`src/rtl/tc4_accum_ctrl_if.sv`:
```
// Switch/pushbutton inputs and accumulator outputs of tc4_accum_ctrl.
// The master side is the panel/bench and the slave side is the accumulator.
interface tc4_accum_ctrl_if;
    logic [3:0] Operand;
    logic       AddBtn_n;
    logic       SubBtn_n;
    logic [3:0] N;
    logic       Overflow;
    logic       OpDone;

    modport master (
        output Operand, AddBtn_n, SubBtn_n,
        input  N, Overflow, OpDone
    );

    modport slave (
        input  Operand, AddBtn_n, SubBtn_n,
        output N, Overflow, OpDone
    );
endinterface

```
`src/rtl/tc4_accum_ctrl.sv`:
```
// Debounced Add/Sub pushbutton control for a 4-bit two's complement accumulator.
// One operation is performed per debounced press; the result is held for display.
module tc4_accum_ctrl #(
    parameter int DEBOUNCE_CYCLES = 500000
) (
    input  logic             Clock,
    input  logic             Reset,
    tc4_accum_ctrl_if.slave  bus
);

    localparam int CNT_W = (DEBOUNCE_CYCLES > 1) ? $clog2(DEBOUNCE_CYCLES) : 1;
    localparam logic [CNT_W-1:0] CNT_LAST = CNT_W'(DEBOUNCE_CYCLES - 1);

    typedef enum logic [1:0] {IDLE, DEBOUNCE, EXECUTE, WAIT_RELEASE} state_t;

    state_t                 state_q, state_d;
    logic [CNT_W-1:0]       cnt_q, cnt_d;
    logic                   op_sub_q, op_sub_d;
    logic signed [3:0]      n_q, n_d;
    logic                   ovf_q, ovf_d;
    logic                   done_q, done_d;
    logic [1:0]             add_sync_q, sub_sync_q;
    logic                   add_pr, sub_pr, same_held;
    logic [4:0]             res;

    // Returns {overflow, sum}; subtraction is a + ~b + 1 with the carry dropped.
    function automatic logic [4:0] addsub(input logic signed [3:0] a,
                                          input logic signed [3:0] b,
                                          input logic sub);
        logic signed [3:0] b_eff;
        logic signed [3:0] r;
        logic              v;
        b_eff = sub ? ~b : b;
        r     = a + b_eff + {3'b000, sub};
        v     = (a[3] == b_eff[3]) && (r[3] != a[3]);
        return {v, r};
    endfunction

    always_ff @(posedge Clock or posedge Reset) begin
        if (Reset) begin
            add_sync_q <= 2'b11;
            sub_sync_q <= 2'b11;
        end else begin
            add_sync_q <= {add_sync_q[0], bus.AddBtn_n};
            sub_sync_q <= {sub_sync_q[0], bus.SubBtn_n};
        end
    end

    assign add_pr    = ~add_sync_q[1];
    assign sub_pr    = ~sub_sync_q[1];
    assign same_held = op_sub_q ? (sub_pr && !add_pr) : (add_pr && !sub_pr);
    assign res       = addsub(n_q, bus.Operand, op_sub_q);

    always_ff @(posedge Clock or posedge Reset) begin
        if (Reset) begin
            state_q  <= IDLE;
            cnt_q    <= '0;
            op_sub_q <= 1'b0;
            n_q      <= '0;
            ovf_q    <= 1'b0;
            done_q   <= 1'b0;
        end else begin
            state_q  <= state_d;
            cnt_q    <= cnt_d;
            op_sub_q <= op_sub_d;
            n_q      <= n_d;
            ovf_q    <= ovf_d;
            done_q   <= done_d;
        end
    end

    always_comb begin
        state_d  = state_q;
        cnt_d    = cnt_q;
        op_sub_d = op_sub_q;
        n_d      = n_q;
        ovf_d    = ovf_q;
        done_d   = 1'b0;
        case (state_q)
            IDLE: begin
                if (add_pr ^ sub_pr) begin
                    op_sub_d = sub_pr;
                    cnt_d    = '0;
                    state_d  = DEBOUNCE;
                end
            end
            DEBOUNCE: begin
                if (!same_held) begin
                    state_d = IDLE;
                end else if (cnt_q == CNT_LAST) begin
                    state_d = EXECUTE;
                end else begin
                    cnt_d = cnt_q + 1'b1;
                end
            end
            EXECUTE: begin
                n_d     = res[3:0];
                ovf_d   = res[4];
                done_d  = 1'b1;
                cnt_d   = '0;
                state_d = WAIT_RELEASE;
            end
            WAIT_RELEASE: begin
                // Any press restarts the release debounce, so a held button never repeats.
                if (add_pr || sub_pr) begin
                    cnt_d = '0;
                end else if (cnt_q == CNT_LAST) begin
                    state_d = IDLE;
                end else begin
                    cnt_d = cnt_q + 1'b1;
                end
            end
            default: state_d = IDLE;
        endcase
    end

    assign bus.N        = n_q;
    assign bus.Overflow = ovf_q;
    assign bus.OpDone   = done_q;

endmodule

```
`src/flat_wrapper.sv`:
```
// flat-port wrapper written by rule: the top's interface ports become plain ports
module tc4_accum_ctrl_flat 
#(
    parameter int DEBOUNCE_CYCLES = 500000
)
  (Clock, Reset, bus_Operand, bus_AddBtn_n, bus_SubBtn_n, bus_N, bus_Overflow, bus_OpDone);
  tc4_accum_ctrl_if bus_i ();
  input  logic Clock;
  input  logic Reset;
  input wire logic [$bits(bus_i.Operand)-1:0] bus_Operand;
  input wire logic [$bits(bus_i.AddBtn_n)-1:0] bus_AddBtn_n;
  input wire logic [$bits(bus_i.SubBtn_n)-1:0] bus_SubBtn_n;
  output wire logic [$bits(bus_i.N)-1:0] bus_N;
  output wire logic [$bits(bus_i.Overflow)-1:0] bus_Overflow;
  output wire logic [$bits(bus_i.OpDone)-1:0] bus_OpDone;
  assign bus_i.Operand = bus_Operand;
  assign bus_i.AddBtn_n = bus_AddBtn_n;
  assign bus_i.SubBtn_n = bus_SubBtn_n;
  assign bus_N = bus_i.N;
  assign bus_Overflow = bus_i.Overflow;
  assign bus_OpDone = bus_i.OpDone;
  tc4_accum_ctrl #(.DEBOUNCE_CYCLES(DEBOUNCE_CYCLES)) u_core (.Clock(Clock), .Reset(Reset), .bus(bus_i));
endmodule
```
`config.mk`:
```
export PLATFORM = sky130hd
export DESIGN_NAME = tc4_accum_ctrl_flat
export DESIGN_NICKNAME = d
export VERILOG_FILES = /design/src/rtl/tc4_accum_ctrl_if.sv /design/src/rtl/tc4_accum_ctrl.sv /design/src/flat_wrapper.sv
export SDC_FILE = /design/constraint.sdc
export NUM_CORES = 1
export LEC_CHECK = 0
export BUFFER_PORTS_ARGS = -buffer_cell sky130_fd_sc_hd__buf_2
export CORE_ASPECT_RATIO = 0.8
export CORE_UTILIZATION = 60
export DETAILED_ROUTE_END_ITERATION = 6
export PLACE_DENSITY = 0.88
export SLEW_MARGIN = 5
export SYNTH_ARGS = -nofsm -noshare
export SYNTH_HDL_FRONTEND = slang
export SYNTH_SLANG_ARGS = --single-unit
```
`constraint.sdc`:
```
create_clock -name Clock -period 4.4 [get_ports Clock]
set_input_delay 1.32 -clock Clock [delete_from_list [all_inputs] [get_ports Clock]]
set_output_delay 1.32 -clock Clock [all_outputs]
set_load 0.02 [all_outputs]
```
==> run summary <==
Post-CTS Setup Inserts - 0
CTS tree - built
Status - finished, final reports clean
I/O Pins - 14
Final net count - 209
Worst setup path start - u_core.sub_sync_q[1]$_DFF_PP1_
Row Count - 17
Grt ovf - 0
CTS H-tree depth - 2
CP Capture Type - flip-flop
Crit path DAT - 2.82 ns
Clock Skews - 0.00417 ns
Asr flop ratio synth - 100%
Overall global routing resource usage - 26.6%
Input/output buffers - 13
RD Place Congestion - 0.850
CTS root buffer - clkbuf_8
Actual slew at the worst max-slew pin - 1.06 ns
R2R Setup Slk - 1.79 ns
RSZ-0062 raised after global routing - false
Antenna cells - 0
Final Hold Fails - 0
Worst path depth - 7
Post-DR wirelength/cell - 15.7 um
VDD IR max - 0.311 mV
Number of synthesized flops with an enable pin - 0
First-pass GRT wire length - 6.35 mm
Chip Height - 50.7 um
Initial antenna violation count - 0
Critical Path Sink - u_core.cnt_q[13]$_DFFE_PP0P_
Startpoint Class - flip-flop
Leading area contributor after synthesis - dfrtp_1
Leakage Power - 0.839 nW
Post-route setup TNS - 0 ns
Post-DP HPWL - 2.50 mm
Clock tree buffer depth - 2
Mapped Area - 0.00178 sq mm
Power Total - 0.745 mW
Top FF cell, synth - dfrtp_1
Final instance area - 0.00194 sq mm
Initial Utilization - 63.9%
Critical path type - reg -> reg
Crit path max-delay family - flip-flops
Critical path required time - 4.61 ns
CP max stage cell - dfstp_2
Power per cell area - 383 mW/mm^2
Period utilization - 59.2%
Via total after detailed routing - 1462
Routed WL - 3.65 mm
Crit path time final - 2.61 ns
Vias per cell - 6.27
Register area - 806 sq um
CP cell instances - inv_1 > ha_1 > mux2i_2 > o22ai_1 > buf_4 > or4_1 > a21oi_1
Hold_buf cts - 0
Max incr delay on CP - 0.56 ns
Die width - 62.9 um
Synth warn - 0
Max Freq - 384 MHz
Max-cap check violation count - 0
Share of post-route cells with drive strength above 1 - 16.4%
R2r worst-path depth - 7
CP Max Fanout - 20
Filler Cell Count - 210
Synth area leaders - dfrtp_1, dfstp_2, xor2_1
Drt first pass iters - 4
Post-cts sizing count - 0
Synthesized area per cell - 9.84 sq um
Synth Register Bits - 32
Vias in the first global route - 1347
Area of the multi-input gates - 896 sq um
Later-pin clock latency in the skew report - 0.29 ns
Iteration-0 DRC Markers - 62
Residual DRC - 0
Most common cell in the netlist - dfrtp_1
Routed Antenna Nets - 0
Placed inst area - 0.00185 sq mm
Synth top area share - 39.3%
P&R area growth vs syn - 9.13%
Critical R2R Capture - u_core.cnt_q[13]$_DFFE_PP0P_
Sequential share of the synthesized area - 45.2%
Syn Inst Count - 181
CTS clk-pin slew, worst paths - 0.07 ns
Num Clock Sinks - 32
Pins Over Slew Limit - 0
Critical path buffer and inverter count - 2
Netlist cell types - 39
Number of setup violations in the final report - 0
Reg-to-reg startpoint - u_core.sub_sync_q[1]$_DFF_PP1_
Num CTS Buffers - 5
Post-layout util - 69.8%
Relative slew slack - 29.0%
CORE AREA - 0.00279 sq mm
Die area - 0.00319 sq mm
Min-delay worst type - reg -> reg
Synth top cells by count - dfrtp_1, nor2_1, nand2_1
Syn_nets - 196
Largest net degree at the start of global routing - 30
-- routing by layer --
metal / vias up / global-route usage, % / wire length (um)
met5: - / 0 / 0
met4: 0 / 13.6 / 48
met3: 9 / 6.36 / 273
met2: 64 / 43.5 / 1800
met1: 700 / 32.8 / 1530
li1: 689 / - / -
-- worst register-to-register path, stage by stage (launching register included) --
cell and delay [ns]:
dfstp_2 0.56, inv_1 0.06, ha_1 0.34, mux2i_2 0.53, o22ai_1 0.15, buf_4 0.22
or4_1 0.51, a21oi_1 0.16
-- how the worst min path moves through the flow --
| stage | start | depth (start not counted) | slack (ns) | endpoint |
|---|---|---|---|---|
| after floorplan | u_core.add_sync_q[0]$_DFF_PP1_ | 0 | 0.35 | u_core.add_sync_q[1]$_DFF_PP1_ |
| after detailed placement | u_core.sub_sync_q[0]$_DFF_PP1_ | 0 | 0.35 | u_core.sub_sync_q[1]$_DFF_PP1_ |
| after global placement | u_core.sub_sync_q[0]$_DFF_PP1_ | 0 | 0.35 | u_core.sub_sync_q[1]$_DFF_PP1_ |
| after CTS | u_core.sub_sync_q[0]$_DFF_PP1_ | 0 | 0.36 | u_core.sub_sync_q[1]$_DFF_PP1_ |
| after global routing | u_core.sub_sync_q[0]$_DFF_PP1_ | 0 | 0.36 | u_core.sub_sync_q[1]$_DFF_PP1_ |
| final | u_core.sub_sync_q[0]$_DFF_PP1_ | 0 | 0.36 | u_core.sub_sync_q[1]$_DFF_PP1_ |
-- state kept, by name, summed over array words and instances, names as in the netlist, named ones only --
signal / count
u_core.cnt_q: 19
u_core.bus.N: 4
u_core.add_sync_q: 2
u_core.sub_sync_q: 2
u_core.bus.OpDone: 1
u_core.bus.Overflow: 1
u_core.op_sub_q: 1
u_core.state_q: 1
-- final cells by class --
class | instances | share of cell area [%]
repair buffers | 15 | 4.12
flip-flops and latches | 32 | 41.4
clock buffers | 6 | 4.25
clock inverters | 2 | 0.515
well taps | 38 | 2.45
multi-input cells | 134 | 46.1
inverters | 6 | 1.16
-- through the flow --
stage / setup slack [ns] / hold WS (ns) / instances
after floorplan: 1.76 / 0.345 / 181
after global placement: 1.60 / 0.347 / 225
after detailed placement: 1.54 / 0.349 / 225
after CTS: 1.83 / 0.358 / 233
after global routing: 1.65 / 0.360 / 233
final: 1.79 / 0.358 / 233
-- power by group --
part / internal (mW) / leakage [nW] / switching (mW)
Clock: 0.125 / 0.0510 / 0.107
Sequential: 0.316 / 0.415 / 0.0312
Combinational: 0.0662 / 0.373 / 0.0994
Total: 0.507 / 0.839 / 0.238
-- cell families after synthesis --
| logic type | after synthesis | share of synthesized area [%] |
|---|---|---|
| and+or+nand+nor | 70 | 21.2 |
| AOI/OAI and AO/OA | 38 | 13.7 |
| DFF | 32 | 45.2 |
| buffers and inverters | 15 | 4.49 |
| xor gates and xnor gates | 14 | 6.88 |
| adders and majority gates | 7 | 5.34 |
| muxes | 5 | 3.16 |
-- placed cells by master (no fill, tap or decap), drive strengths merged, types with 2 or more instances in the layout --
cell,netlist,final
a21oi,12,12
or3,5,5
nand3,6,6
inv,6,6
buf,4,15
o22ai,2,2
xor2,9,9
o21ai,7,7
a31oi,4,4
dfrtp,28,28
o31ai,2,2
nand4,6,6
nor4b,2,2
mux2,2,2
mux2i,3,3
nor3,4,4
o21a,2,2
o2111ai,5,5
nand2,13,13
clkinv,0,2
clkbuf,5,6
o211ai,3,3
nor2,15,15
or4,6,6
ha,6,6
dfstp,4,4
nor4,3,3
xnor2,5,5
and3,2,2
and4,3,3
Note: power is estimated with default switching activity, not from simulation.
